===== src/rtl/p23_spi_target.sv =====
// SPI target endpoint: oversamples an external mode-0/CPOL-selectable SPI bus in the clk domain,
// receives and transmits 8-bit MSB-first frames, and exposes one RX and one TX byte on a valid/ready register port.
module p23_spi_target #(
    parameter logic       CPOL        = 1'b0,
    parameter int         SYNC_STAGES = 2,
    parameter logic [7:0] FILL        = 8'hFF
) (
    input  logic        clk,
    input  logic        reset,
    input  logic        ctrl,
    input  logic        valid,
    input  logic [3:0]  wstrb,
    input  logic [31:0] wdata,
    output logic [31:0] rdata,
    output logic        ready,
    output logic        irq,
    input  logic        sclk,
    input  logic        cen,
    input  logic        mosi,
    output logic        miso,
    output logic        miso_oe
);

    typedef enum logic {ST_IDLE, ST_SEL} state_t;

    logic [SYNC_STAGES-1:0] r_sclk_sync;
    logic [SYNC_STAGES-1:0] r_cen_sync;
    logic [SYNC_STAGES-1:0] r_mosi_sync;
    logic                   r_sclk_d;
    logic                   r_cen_d;

    state_t      r_state;
    logic [2:0]  r_bit_cnt;
    logic [6:0]  r_shift_rx;
    logic [7:0]  r_shift_tx;
    logic [7:0]  r_rx_data;
    logic [7:0]  r_tx_hold;
    logic        r_rx_valid;
    logic        r_overrun;
    logic        r_underrun;
    logic        r_tx_full;
    logic        r_miso;
    logic        r_miso_oe;
    logic        r_ready;
    logic [31:0] r_rdata;

    logic       w_sclk_s;
    logic       w_cen_s;
    logic       w_mosi_s;
    logic       w_lead;
    logic       w_trail;
    logic       w_cen_fall;
    logic       w_cen_rise;
    logic       w_acc;
    logic       w_data_rd;
    logic       w_data_wr;
    logic       w_stat_wr;
    logic       w_tx_load;
    logic       w_frame_done;
    logic [7:0] w_rx_next;
    logic       w_unused;

    assign w_sclk_s   = r_sclk_sync[SYNC_STAGES-1];
    assign w_cen_s    = r_cen_sync[SYNC_STAGES-1];
    assign w_mosi_s   = r_mosi_sync[SYNC_STAGES-1];
    assign w_lead     = (w_sclk_s != CPOL) && (r_sclk_d == CPOL);
    assign w_trail    = (w_sclk_s == CPOL) && (r_sclk_d != CPOL);
    assign w_cen_fall = !w_cen_s && r_cen_d;
    assign w_cen_rise = w_cen_s && !r_cen_d;

    assign w_acc     = valid && !r_ready;
    assign w_data_rd = w_acc && ctrl && !wstrb[0];
    assign w_data_wr = w_acc && ctrl && wstrb[0];
    assign w_stat_wr = w_acc && !ctrl && wstrb[0];

    assign w_rx_next    = {r_shift_rx, w_mosi_s};
    assign w_frame_done = (r_state == ST_SEL) && !w_cen_rise && w_lead && (r_bit_cnt == 3'd7);
    // A new TX byte is needed on selection and on the trailing edge that closes each frame.
    assign w_tx_load    = ((r_state == ST_IDLE) && w_cen_fall) ||
                          ((r_state == ST_SEL) && !w_cen_rise && w_trail && (r_bit_cnt == 3'd0));

    assign w_unused = &{1'b0, wstrb[3:1], wdata[31:8]};

    assign rdata   = r_rdata;
    assign ready   = r_ready;
    assign irq     = r_rx_valid | r_overrun;
    assign miso    = r_miso;
    assign miso_oe = r_miso_oe;

    always_ff @(posedge clk) begin
        if (reset) begin
            r_sclk_sync <= {SYNC_STAGES{CPOL}};
            r_cen_sync  <= {SYNC_STAGES{1'b1}};
            r_mosi_sync <= '0;
            r_sclk_d    <= CPOL;
            r_cen_d     <= 1'b1;
            r_state     <= ST_IDLE;
            r_bit_cnt   <= 3'd0;
            r_shift_rx  <= '0;
            r_shift_tx  <= '0;
            r_rx_data   <= '0;
            r_tx_hold   <= FILL;
            r_rx_valid  <= 1'b0;
            r_overrun   <= 1'b0;
            r_underrun  <= 1'b0;
            r_tx_full   <= 1'b0;
            r_miso      <= 1'b0;
            r_miso_oe   <= 1'b0;
            r_ready     <= 1'b0;
            r_rdata     <= '0;
        end else begin
            r_sclk_sync <= {r_sclk_sync[SYNC_STAGES-2:0], sclk};
            r_cen_sync  <= {r_cen_sync[SYNC_STAGES-2:0], cen};
            r_mosi_sync <= {r_mosi_sync[SYNC_STAGES-2:0], mosi};
            r_sclk_d    <= w_sclk_s;
            r_cen_d     <= w_cen_s;
            r_miso      <= r_shift_tx[7];
            r_miso_oe   <= (r_state == ST_SEL);
            r_ready     <= w_acc;

            if (w_acc) begin
                r_rdata <= ctrl ? {24'b0, r_rx_data}
                                : {27'b0, ~w_cen_s, r_underrun, r_overrun, r_tx_full, r_rx_valid};
            end

            // NOTE: bus clears are written first so that flag-setting events further down,
            // being later non-blocking assignments to the same register, take priority.
            if (w_data_rd) r_rx_valid <= 1'b0;
            if (w_stat_wr && wdata[2]) r_overrun <= 1'b0;
            if (w_stat_wr && wdata[3]) r_underrun <= 1'b0;

            case (r_state)
                ST_IDLE: begin
                    if (w_cen_fall) begin
                        r_bit_cnt <= 3'd0;
                        r_state   <= ST_SEL;
                    end
                end
                ST_SEL: begin
                    if (w_cen_rise) begin
                        r_bit_cnt <= 3'd0;
                        r_state   <= ST_IDLE;
                    end else begin
                        if (w_lead) begin
                            r_shift_rx <= w_rx_next[6:0];
                            r_bit_cnt  <= r_bit_cnt + 3'd1;
                        end
                        if (w_trail && (r_bit_cnt != 3'd0)) begin
                            r_shift_tx <= {r_shift_tx[6:0], 1'b0};
                        end
                    end
                end
                default: r_state <= ST_IDLE;
            endcase

            if (w_frame_done) begin
                r_rx_data  <= w_rx_next;
                r_rx_valid <= 1'b1;
                if (r_rx_valid && !w_data_rd) r_overrun <= 1'b1;
            end

            if (w_tx_load) begin
                if (r_tx_full) begin
                    r_shift_tx <= r_tx_hold;
                    r_tx_full  <= 1'b0;
                end else begin
                    r_shift_tx <= FILL;
                    r_underrun <= 1'b1;
                end
            end

            if (w_data_wr) begin
                r_tx_hold <= wdata[7:0];
                r_tx_full <= 1'b1;
            end
        end
    end

endmodule


===== config.mk =====
export PLATFORM = sky130hd
export DESIGN_NAME = p23_spi_target
export DESIGN_NICKNAME = d
export VERILOG_FILES = /design/src/rtl/p23_spi_target.sv
export SDC_FILE = /design/constraint.sdc
export NUM_CORES = 1
export LEC_CHECK = 0
export BUFFER_PORTS_ARGS = -buffer_cell sky130_fd_sc_hd__buf_2
export CORE_MARGIN = 1.5
export CORE_UTILIZATION = 52
export CTS_BUF_LIST = sky130_fd_sc_hd__clkbuf_8
export DETAILED_ROUTE_END_ITERATION = 6
export PLACE_DENSITY = 0.83
export SLEW_MARGIN = 0
export SYNTH_ARGS = -nofsm -noshare
export SYNTH_HDL_FRONTEND = slang
export SYNTH_SLANG_ARGS = --single-unit

===== constraint.sdc =====
create_clock -name clk -period 1.8 [get_ports clk]
set_clock_uncertainty 0.1 [all_clocks]
set_input_delay 0.54 -clock clk [delete_from_list [all_inputs] [get_ports clk]]
set_output_delay 0.54 -clock clk [all_outputs]
set_load 0.01 [all_outputs]

==> key figures <==
Status
  • Run status: finished, final reports clean

Clock network
  • Number of buffers created by CTS: 9
  • Post-CTS setup repair buffer count: 0
  • Sinks on Clock Net: 58
  • Hold buffer count at cts: 0
  • TritonCTS clock tree: done
  • Skew-Pair Late Insertion Delay: 0.34 ns
  • Post_cts resized: 0
  • Maximum count of clock buffers along a single path: 2
  • CTS clock-pin slew for the worst setup and hold paths: roughly 0.060 ns
  • H-tree lvl count: 3
  • Clock Root Buffer: sky130_fd_sc_hd__clkbuf_8

Finish
  • Total number of nets in the final design: between 300 and 400
  • Most common cell after layout, fill and taps aside: sky130_fd_sc_hd__dfxtp_1
  • Number of inserted diodes: 0
  • Fraction of layout cells with a size suffix above 1: 0.178
  • Final non-filler cell total: 350
  • Area overhead of the layout relative to synthesis: 8.19%
  • Most used cells in the layout excluding fill and tap cells: sky130_fd_sc_hd__dfxtp_1, sky130_fd_sc_hd__nand2_1, sky130_fd_sc_hd__buf_2, sky130_fd_sc_hd__conb_1, sky130_fd_sc_hd__a21oi_1

Synthesis
  • Count of state elements after synthesis: between 50 and 60
  • Synthesized cell area: 2490 µm²
  • Cell variety after synth: 38
  • Most common flop cell mapped by yosys: sky130_fd_sc_hd__dfxtp_1
  • Gate Count Post-Synth: 272
  • Fraction of registers with async set/reset: 0
  • Mean Syn Cell Area: 9.16 µm²
  • Synth warnings: 0
  • Number of enable flip-flop cells after synthesis: 0
  • Sequential fraction of the synthesis area: 0.466

Worst setup path
  • Series of cell instances along the critical path: or2_2, buf_2
  • Combined buffer and inverter count along the critical path: 1
  • Kind of capture point of the worst setup path: output port
  • CP max FO: 4
  • WS Path Type: register to output port
  • Slowest stage delay, CP: approximately 0.33 ns
  • Required time of the critical path: 1.16 ns
  • Critical path data arrival time: 1.10 ns
  • Critical path startpoint category: register
  • Top cell family by delay on the critical path: flip-flops
  • Slowest cell on the critical path: sky130_fd_sc_hd__dfxtp_1

Drt
  • Starting DRC count in detailed routing: 56
  • DRT Wirelength: 4540 µm
  • Post-detailed-route wirelength per cell: between 10 and 15 µm
  • Via count normalized by instance count: about 5.4
  • Detailed-router iteration count before antenna repair: 4
  • DRT antenna net count: 0
  • Via total after detailed routing: 1874
  • Remaining design rule violation count: 0

Pwr
  • Leakage power of the design: 1.11 nW
  • Power Total: 0.00248 W
  • Worst ir drop on vdd: 518 µV
  • Power density over the cells: slightly above 900 nW/µm²

Floorplan
  • Core Box Area: between 4000 and 5000 µm²
  • Die Height: 72.2 µm
  • Initial core utilization: 0.557
  • Die footprint: 5220 µm²
  • Top-level I/O count: slightly below 80
  • Standard-cell rows: 24
  • Chip Width: 72.2 µm

Timing
  • Final worst hold slack: 0.298 ns
  • Final period util: 0.968
  • Final Slew Violations: 0
  • FMAX: 574 MHz
  • Total setup violations reported at the end of the flow: 0
  • Setup repair after global routing missed its margin: no
  • Setup TNS after final layout: 0 ns
  • Worst slew pin tran: 0.530 ns
  • Worst-case headroom to the max-slew limit: 0.645
  • Final Critical Period: 1.74 ns
  • Count of endpoints failing hold in the final timing report: 0

Worst hold path
  • Hold WC Path Type: input port to register

Global routing
  • Aggregate global-route resource usage: 0.195
  • Vias in the first global route: 1745
  • Wire length of the first global-routing pass: 7590 µm
  • Number of antenna violations at the first check in global routing: 0
  • Largest net degree at the start of global routing: 59
  • Overflow left after global routing: 0

Place
  • RePlAce Congestion: 0.750
  • Final HPWL DP: just over 3000 µm
  • Count of placed standard cells including taps: 338
  • Port-buffer cells: 27

Run
  • Max-cap violations: 0
[per-layer routing]
layer,GRT usage,vias up,wire length (µm)
met5,0,-,0
met4,0.0755,0,74
met3,0.100,9,288
met2,0.307,60,2040
met1,0.226,873,2140
li1,-,932,-
[layout make-up]
class                   instances  area (µm²)
fillers                       382        1780
flip-flops and latches         58        1160
multi-input cells             192        1110
repair buffers                 32         198
clock buffers                  10         138
well taps                      52        65.1
inverters                       4        15.0
clock inverters                 2        8.76
[Yosys cell counts, drive strengths merged (2+ instances only)]
cell type,instances,area share
inv,4,0.0060
nand2b,2,0.0050
a32oi,9,0.032
nand3b,10,0.032
ha,3,0.015
mux2i,11,0.044
nand3,14,0.028
o22ai,7,0.018
or2,5,0.013
o21ai,4,0.0080
nand2,37,0.056
nor2b,16,0.040
buf,34,0.11
clkbuf,7,0.011
nand4b,2,0.0070
nor2,15,0.023
dfxtp,58,0.47
a211oi,4,0.012
a21oi,17,0.034
[power by group]
group	total (W)	internal, W	switching [W]
clock	0.000952	0.000497	0.000455
combinational	0.000173	0.0000679	0.000105
sequential	0.00135	0.00133	0.0000273
[metrics by stage]
step                utilization  setup WS (ns)  instance area, µm²
CTS                       0.602         0.0480                2700
global placement          0.570          0.103                2550
floorplan                     -          0.329                2580
finish                    0.602         0.0569                2700
detailed placement        0.570         0.0536                2550
global route              0.602        0.00305                2700
[worst reg2reg max path: stages (launching register included)]
cell and delay (ns):
sky130_fd_sc_hd__dfxtp_1 0.39, sky130_fd_sc_hd__inv_2 0.08, sky130_fd_sc_hd__or3_1 0.55, sky130_fd_sc_hd__a32oi_1 0.28
sky130_fd_sc_hd__o22ai_1 0.10
[sequential cells by signal (all words and copies together) (netlist names), 2 cells and up]
| signal | flops |
|---|---|
| rdata | 8 |
| r_mosi_sync | 2 |
| r_rx_data | 8 |
| r_shift_tx | 8 |
| r_tx_hold | 8 |
| r_sclk_sync | 2 |
| r_bit_cnt | 3 |
| r_shift_rx | 7 |
| r_cen_sync | 2 |
[kinds of logic (layout without fill, tap and decap cells)]
| kind of cell | count (synthesis) | count (layout) | share of synthesized area |
|---|---|---|---|
| other | 1 | 24 | 0.00151 |
| flip-flops | 58 | 58 | 0.466 |
| multiplexers | 11 | 11 | 0.0442 |
| buffers and inverters | 45 | 48 | 0.123 |
| adder cells (fa/ha/maj) | 3 | 3 | 0.0151 |
| AO/OA/AOI/OAI | 46 | 46 | 0.124 |
| AND/OR/NAND/NOR | 108 | 108 | 0.227 |
[path summary, 6_finish.rpt]
| path | from | end | slack, ns | depth (start not counted) |
|---|---|---|---|---|
| max | r_rx_valid | irq | 0.06 | 2 |
| min | cen | r_cen_sync[0] | 0.30 | 2 |
| max reg2reg | r_cen_d | r_shift_tx[4] | 0.15 | 4 |
| min reg2reg | r_cen_sync[0] | r_cen_sync[1] | 0.31 | 1 |
No activity file was read; power rests on OpenSTA's default activity.
